`config.mk`:
```
export PLATFORM = sky130hd
export DESIGN_NAME = sbox1xn_buf
export DESIGN_NICKNAME = d
export VERILOG_FILES = /design/src/rtl/sbox_pkg.sv /design/src/rtl/sbox_fifo.sv /design/src/rtl/sbox1xn_buf.sv
export SDC_FILE = /design/constraint.sdc
export NUM_CORES = 1
export LEC_CHECK = 0
export BUFFER_PORTS_ARGS = -buffer_cell sky130_fd_sc_hd__buf_4
export CAP_MARGIN = 0
export CORE_MARGIN = 3
export CORE_UTILIZATION = 55
export CTS_CLUSTER_DIAMETER = 40
export DETAILED_ROUTE_END_ITERATION = 12
export HOLD_SLACK_MARGIN = 0.12
export MAX_ROUTING_LAYER = met4
export PLACE_DENSITY = 0.75
export SLEW_MARGIN = 20
export SYNTH_ARGS = -nofsm -noshare
export SYNTH_HDL_FRONTEND = slang
export SYNTH_SLANG_ARGS = --single-unit
```
`constraint.sdc`:
```
create_clock -name clock -period 2.8 [get_ports clock]
set_clock_uncertainty 0.2 [all_clocks]
set_input_delay 0 -clock clock [delete_from_list [all_inputs] [get_ports clock]]
set_output_delay 0 -clock clock [all_outputs]
set_load 0.03 [all_outputs]
```
`src/rtl/sbox_pkg.sv`:
```
// Shared definitions for the 1-to-N buffered switch box: FSM state
// encodings and the default data width / FIFO depth.
package sbox_pkg;

    localparam int DEF_SIZE  = 32;
    localparam int DEF_DEPTH = 4;

    typedef enum logic [1:0] {
        RUN    = 2'd0,
        DRAIN  = 2'd1,
        SWITCH = 2'd2
    } sbox_state_t;

endpackage

```
`src/rtl/sbox_fifo.sv`:
```
// Synchronous FIFO used as the per-channel output buffer of the switch box.
// Registered storage with no bypass; head reads back zero while empty.
module sbox_fifo
    import sbox_pkg::*;
#(
    parameter int SIZE  = DEF_SIZE,
    parameter int DEPTH = DEF_DEPTH,
    localparam int AW   = $clog2(DEPTH),
    localparam int CW   = AW + 1
) (
    input  logic            clock,
    input  logic            reset,
    input  logic            push,
    input  logic            pop,
    input  logic [SIZE-1:0] push_data,
    output logic [SIZE-1:0] head,
    output logic            empty,
    output logic            full,
    output logic [CW-1:0]   count
);

    logic [SIZE-1:0] mem [DEPTH];
    logic [AW-1:0]   wr_ptr;
    logic [AW-1:0]   rd_ptr;
    logic            do_push;
    logic            do_pop;

    assign empty   = (count == '0);
    assign full    = (count == CW'(DEPTH));
    assign do_push = push && !full;
    assign do_pop  = pop && !empty;
    assign head    = empty ? '0 : mem[rd_ptr];

    // Pointer and occupancy bookkeeping; pointers wrap naturally at DEPTH.
    always_ff @(posedge clock) begin
        if (reset) begin
            wr_ptr <= '0;
            rd_ptr <= '0;
            count  <= '0;
        end else begin
            if (do_push) wr_ptr <= wr_ptr + AW'(1);
            if (do_pop)  rd_ptr <= rd_ptr + AW'(1);
            case ({do_push, do_pop})
                2'b10:   count <= count + CW'(1);
                2'b01:   count <= count - CW'(1);
                default: count <= count;
            endcase
        end
    end

    // Storage array; contents need no reset because head is gated by empty.
    always_ff @(posedge clock) begin
        if (do_push) mem[wr_ptr] <= push_data;
    end

endmodule

```
`src/rtl/sbox1xn_buf.sv`:
```
// Parametrised 1-to-N buffered switch box. One wr/full input stream is routed
// to the active channel's FIFO; a select change waits until that FIFO drains.
module sbox1xn_buf
    import sbox_pkg::*;
#(
    parameter int SIZE  = DEF_SIZE,
    parameter int N     = 2,
    parameter int SELW  = 1,
    parameter int DEPTH = DEF_DEPTH
) (
    input  logic              clock,
    input  logic              reset,
    input  logic [SIZE-1:0]   in1_data,
    input  logic              in1_wr,
    output logic              in1_full,
    input  logic [SELW-1:0]   sel,
    output logic [N*SIZE-1:0] out_data,
    output logic [N-1:0]      out_wr,
    input  logic [N-1:0]      out_full,
    output logic [SELW-1:0]   sel_active,
    output logic              switching
);

    localparam int CW = $clog2(DEPTH) + 1;
    localparam logic [SELW:0] N_SEL = N[SELW:0];

    sbox_state_t     state;
    sbox_state_t     state_next;
    logic [SELW-1:0] target;
    logic [SELW-1:0] target_next;
    logic [SELW-1:0] sel_active_next;

    logic [N-1:0]    fifo_empty;
    logic [N-1:0]    fifo_full;
    logic [N-1:0]    push;
    logic [CW-1:0]   fifo_count [N];

    logic            accept;
    logic            sel_valid;
    logic            active_full;
    logic            active_drained;

    assign accept    = in1_wr && !in1_full;
    assign sel_valid = ({1'b0, sel} < N_SEL);

    // Pick out the flags of the channel currently being fed.
    always_comb begin
        active_full    = 1'b0;
        active_drained = 1'b0;
        for (int k = 0; k < N; k++) begin
            if (sel_active == SELW'(k)) begin
                active_full    = fifo_full[k];
                active_drained = (fifo_count[k] == '0);
            end
        end
    end

    // State, latched target and active channel registers.
    always_ff @(posedge clock) begin
        if (reset) begin
            state      <= RUN;
            target     <= '0;
            sel_active <= '0;
        end else begin
            state      <= state_next;
            target     <= target_next;
            sel_active <= sel_active_next;
        end
    end

    // Next-state logic: RUN watches sel, DRAIN waits for the old channel to
    // empty, SWITCH commits the latched target in a single cycle.
    always_comb begin
        state_next      = state;
        target_next     = target;
        sel_active_next = sel_active;
        in1_full        = 1'b1;
        switching       = 1'b1;
        case (state)
            RUN: begin
                in1_full  = active_full;
                switching = 1'b0;
                if ((sel != sel_active) && sel_valid) begin
                    target_next = sel;
                    state_next  = DRAIN;
                end
            end
            DRAIN: begin
                if (active_drained) state_next = SWITCH;
            end
            SWITCH: begin
                sel_active_next = target;
                state_next      = RUN;
            end
            default: begin
                state_next = RUN;
            end
        endcase
    end

    for (genvar k = 0; k < N; k++) begin : g_chan
        assign push[k]   = accept && (sel_active == SELW'(k));
        assign out_wr[k] = !fifo_empty[k] && !out_full[k];

        sbox_fifo #(
            .SIZE  (SIZE),
            .DEPTH (DEPTH)
        ) u_fifo (
            .clock     (clock),
            .reset     (reset),
            .push      (push[k]),
            .pop       (out_wr[k]),
            .push_data (in1_data),
            .head      (out_data[k*SIZE +: SIZE]),
            .empty     (fifo_empty[k]),
            .full      (fifo_full[k]),
            .count     (fifo_count[k])
        );
    end

endmodule

```
After elaboration in Yosys (flattened, before gate mapping)
Memory sizes are Yosys's and may differ from the RTL's. A register that Yosys moved wholly into a read port is not among the register bits.
Cells that the tools add are included.
Widths: inputs -> output; s select.
- equal/unequal tests: 11
- multiplexer cells: 19
- reduce and logical (&&, ||, !) cells: 23
- add/sub/neg operators: 8
- bitwise logic cells: 1
- operators by type and width (operator ; count):
    $mux 32 ; 2
    $mux 2 ; 6
    $pmux 3 s2 ; 2
    $logic_and 1x1->1 ; 9
    $add 2x1->2 const B ; 4
    $mux 1 ; 8
    $logic_not 1->1 ; 7
    $add 3x1->3 const B ; 2
    $eq 2x1->1 const B ; 3
    $eq 2x2->1 const B ; 3
    $eq 3x3->1 const B ; 2
    $logic_not 3->1 ; 2
    $sub 3x1->3 const B ; 2
    $ne 2x2->1 const B ; 2
    $pmux 2 s2 ; 1
    $reduce_and 2->1 ; 2
    $reduce_bool 2->1 ; 2
    $logic_not 2->1 ; 1
    $ne 1x1->1 ; 1
    $not 1->1 ; 1
- memories: 2
- input port bits: 38
- memory bits (writable): 256
- word-level logic and storage cells: 73
- output and inout bits: 69
- register bits: 18
- memory list (name ; words ; width ; read ports ; clocked after Yosys merged registers in ; wr ports ; line ; RTL):
    g_chan[0].u_fifo.mem ; 4 ; 32 ; 1 ; 1 ; 1 ; sbox_fifo.sv:22 ; logic [SIZE-1:0] mem [DEPTH];
    g_chan[1].u_fifo.mem ; 4 ; 32 ; 1 ; 1 ; 1 ; sbox_fifo.sv:22 ;

Longest topological paths before layout
- depth in word-level cells: 9
- mapped depth: 10
- depth with buffers taken out: 9

Modules after synthesis
A second synthesis with hierarchy kept.
- cells, all modules: 540
- area, all modules: 11118.2 um^2
- by module, submodules not included (module ; area each (um^2) ; instances ; sequential area each (um^2) ; cells an instance):
    sbox_fifo ; 5435.2 ; 2 ; 4023.9 ; 256
    sbox1xn_buf ; 247.7 ; 1 ; 80.1 ; 28

Worst setup path before layout
OpenSTA, ideal clock, no wires.
- path kind: flip-flop to flip-flop
- start point: reg sel_active
- end point: mem g_chan[1].u_fifo.mem[2][0] (netlist bit) (enable)
- path slack: 84 ps
- arrival time: 2124 ps
- setup time: 392 ps
- required time: 2208 ps
- stages on the path, launching flop included: 5
- cells stage by stage: dfxtp_1 > buf_2 > inv_1 > a2111oi_4 > and2_1
- word-level cells in the longest chain between the ends: 8
- ends and longest elaborated chain (item ; line ; RTL):
    from (decl) ; sbox1xn_buf.sv:20 ; output logic [SELW-1:0] sel_active,
    from (signal assigned) ; sbox1xn_buf.sv:67 ; sel_active <= sel_active_next;
    $mux 1 ; sbox1xn_buf.sv:51 ; if (sel_active == SELW'(k)) begin
    $mux 1 ; sbox1xn_buf.sv:79 ; case (state)
    $logic_not 1->1 ; sbox1xn_buf.sv:43 ; assign accept = in1_wr && !in1_full;
    $logic_and 1x1->1 ; sbox1xn_buf.sv:43 ;
    $logic_and 1x1->1 * ; sbox1xn_buf.sv:102 ; assign push[k] = accept && (sel_active == SELW'(k));
    $logic_and 1x1->1 * ; sbox_fifo.sv:30 ; assign do_push = push && !full;
    $mux 1 * ; sbox_fifo.sv:53 ; if (do_push) mem[wr_ptr] <= push_data;
    $mux 1 (implied by the code) * ; sbox_fifo.sv:53 ;
    to (decl) ; sbox_fifo.sv:22 ;
Mark *: on every way between the ends. The rest lies on a longest branch, timed or not.

==> qor.csv <==
stage;metric;value;unit
run_status;outcome;finished clean;
routing;DR pass1 iterations;4;
synthesis;leading area contributor after synthesis;edfxtp_1;
grt;vias in the first global route;6396;
clocking;CTS Sinks;278;
synthesis;synthesized instance count;538;
synthesis;Post-synth EDFFs;256;
sta;hold_ws;184;ps
sta;Final period util;88.1;%
power_and_ir_drop;Sw Ratio;28.3;%
synthesis;Synth cell types;35;
synthesis;Avg Inst Size Synth;20.2;sq um
die;Chip Width;147;um
clocking;Clk pin slew, worst setup/hold paths;60;ps
sta;setup tns final;0;ps
setup_path;crit path DAT;2270;ps
synthesis;synthesized flop and latch total;278;
grt;Total GRT Usage;22.7;%
synthesis;syn nets;588;
clocking;H-tree lvl count;2;
routing;DR iter-0 viols;427;
setup_path;CP startpoint kind;register;
flow_run;maxcap violations;0;
setup_path;CP peak stage delay;630;ps
routing;Total Wirelength;22.9;mm
setup_path;crit path capture type;output pin;
synthesis;area share of the largest cell type after synthesis;70.6;%
routing;Vias;5800;
sta;Worst Tran Pin Value;676;ps
setup_path;Critical Path Slowest Stage Cell;dfxtp_2;
grt;first-pass GRT wire length;36.2;mm
synthesis;dominant cells by area after synthesis;edfxtp_1 71%, mux4_2 13%, dfxtp_1 4.0%;
setup_path;RR Startpoint;sel_active$_SDFFE_PP0N_;
power_and_ir_drop;P_sw;3370;uW
sta;FMAX;405;MHz
grt;total grt overflow;0;
die;num rows;50;
synthesis;Mapped Area;10900;sq um
setup_path;CP Data Required Time;2600;ps
clocking;Num CTS Buffers;34;
power_and_ir_drop;P per Cell Area;849;nW/um^2
sta;slew margin rel.;54.9;%
min_path;Hold Crit Class;input pin to register;
setup_path;worst-path maximum fanout;13;
placement;GP Congestion;0.763;
die;core area;19100;sq um
synthesis;Async SR Flop Fraction;0;%
clocking;postcts setup bufs;0;
setup_path;Crit Reg-Reg Endpoint;g_chan[1].u_fifo.count[2]$_SDFFE_PP0P_;
final_layout;diode count;0;
setup_path;Critical Path, Cell by Cell;buf_12 > mux4_2 > nor2b_1 > buf_4;
placement;port buffer count;106;
final_layout;Area growth syn-to-layout;29.0;%
die;DIE AREA;21500;sq um
sta;minimum clock period;2470;ps
die;die height;147;um
setup_path;R2R setup slack;350;ps
routing;Wirelength per Cell;22.1;um
synthesis;Ys Warns;0;
sta;final hold violations;0;
grt;largest net degree at the start of global routing;38;
clocking;CTS tree;done;
clocking;Root Driver;clkbuf_16;
clocking;latest clock arrival within the worst-skew pair;500;ps
sta;endpoints failing setup;0;
power_and_ir_drop;combinational group share of total power;22.7;%
synthesis;Synth top cells by count;256 x edfxtp_1, 66 x nor2b_1, 64 x mux4_2;
setup_path;Worst R2R Path Depth;9;
setup_path;Setup CP Type;register to output pin;
die;I/O Pins;107;
final_layout;nets;801;
sta;Slew Viols, Final;0;
final_layout;share of cells above drive strength 1;35.2;%
power_and_ir_drop;P_leak;0.00479;uW
synthesis;register area share after synthesis;74.7;%
grt;initial antenna violation count;0;
sta;RSZ-0062 raised after global routing;no;
power_and_ir_drop;Reg power frac;41.7;%
power_and_ir_drop;Worst IR Drop VDD;0.000950;V
routing;DRC;0;
setup_path;worst setup path end;out_data[45];
power_and_ir_drop;Clock Power Share;35.6;%
clocking;CTS Buffer Depth;3;
routing;Avg Vias per Cell;5.60;
synthesis;count leader, synth;edfxtp_1;
die;Initial Utilization;57.0;%
placement;dpl hpwl;13.2;mm
synthesis;ys flop type;edfxtp_1;
routing;Final ANT Viol Nets;0;
power_and_ir_drop;Pint;8550;uW
==> cells in the final DEF (no fill, tap or decap), types with 3 or more instances in the layout <==
cell type      instances
mux2i_1                4
xor2_1                 4
inv_1                 13
clkinvlp_4             4
clkinv_2               6
ha_1                  10
bufinv_16              3
or3_1                  4
dfxtp_1               18
clkbuf_16             35
nand2b_1               5
a21oi_1                9
buf_4                122
nor2b_1               66
o21ai_0                4
inv_8                  3
buf_12                 9
edfxtp_1             256
dlygate4sd3_1         73
nor2_1                16
clkinv_1               3
mux4_2                64
and2_2                 8
dfxtp_2                4
==> sequential cells by signal (all words and copies together) (netlist names), named ones only <==
signal                count
g_chan.u_fifo.count       6
sel_active                1
g_chan.u_fifo.mem       256
state                     2
target                    1
g_chan.u_fifo.rd_ptr      4
g_chan.u_fifo.wr_ptr      4
==> timing repair <==
action	in CTS	in global routing
resized for setup	0	0
hold buffers	73	0
hold endpoints to repair	278	0
==> critical path: cells and delay by family, from the launching register on <==
| kind | cells | cell delay [ps] |
|---|---|---|
| buffers and inverters | 2 | 420 |
| DFF | 1 | 630 |
| and+or+nand+nor | 1 | 160 |
| muxes | 1 | 540 |
==> power groups by stage <==
stage                     Sequential (uW)  Clock [uW]  Combinational (uW)
final                                4970        4250                2700
after global routing                 4990        4540                2870
after CTS                            4970        4330                2740
after detailed placement             5050           0                2640
after global placement               5030           0                2580
after floorplan                      5000           0                1700
==> per-layer routing <==
layer	global-route usage, %	vias up	routed length, um
met5	-	-	0
met4	7.67	0	587
met3	4.72	44	1240
met2	37.0	181	12000
met1	28.9	3017	9020
li1	-	2558	-
==> final cells by class <==
class | instances | area [sq um]
Multi-Input combinational cell | 220 | 2590
Fill cell | 1061 | 5050
Sequential cell | 278 | 8130
Clock buffer | 37 | 883
Tap cell | 260 | 325
Timing Repair Buffer | 204 | 1830
Inverter | 13 | 48.8
Clock inverter | 23 | 230
==> per-stage QoR <==
stage | setup WS (ps) | total power (uW) | cell area, sq um | instances | utilization, %
6_report | 333 | 11900 | 14000 | 1035 | 73.6
5_1_grt | 177 | 12400 | 14000 | 1035 | 73.6
4_1_cts | 297 | 12000 | 14000 | 1035 | 73.6
3_5_place_dp | 382 | 7690 | 12200 | 902 | 63.9
3_3_place_gp | 508 | 7610 | 12200 | 902 | 63.9
2_1_floorplan | 84.1 | 6700 | 10900 | 538 | -
==> how the worst min path moves through the flow <==
| stage | end | cells past startpoint | from |
|---|---|---|---|
| finish | g_chan[0].u_fifo.rd_ptr[0]$_SDFFE_PP0P_ | 4 | out_full[0] |
| global route | g_chan[0].u_fifo.rd_ptr[0]$_SDFFE_PP0P_ | 4 | out_full[0] |
| CTS | g_chan[1].u_fifo.rd_ptr[0]$_SDFFE_PP0P_ | 4 | out_full[1] |
| detailed placement | g_chan[1].u_fifo.mem[2][25]$_DFFE_PP_ | 1 | in1_data[25] |
| global placement | g_chan[1].u_fifo.mem[2][4]$_DFFE_PP_ | 1 | in1_data[4] |
| floorplan | g_chan[0].u_fifo.mem[0][0]$_DFFE_PP_ | 0 | in1_data[0] |
==> kinds of logic (layout without fill, tap and decap cells) <==
logic type	Yosys count	in the layout	synth area share, %
AO/OA/AOI/OAI	21	21	1.53
XOR/XNOR	4	4	0.322
adder cells (fa/ha/maj)	12	12	1.52
buffers and inverters	40	277	1.71
flip-flops	278	278	74.7
multiplexers	72	72	14.1
AND/OR/NAND/NOR	111	111	6.13
(Power assumes the default switching activity.)
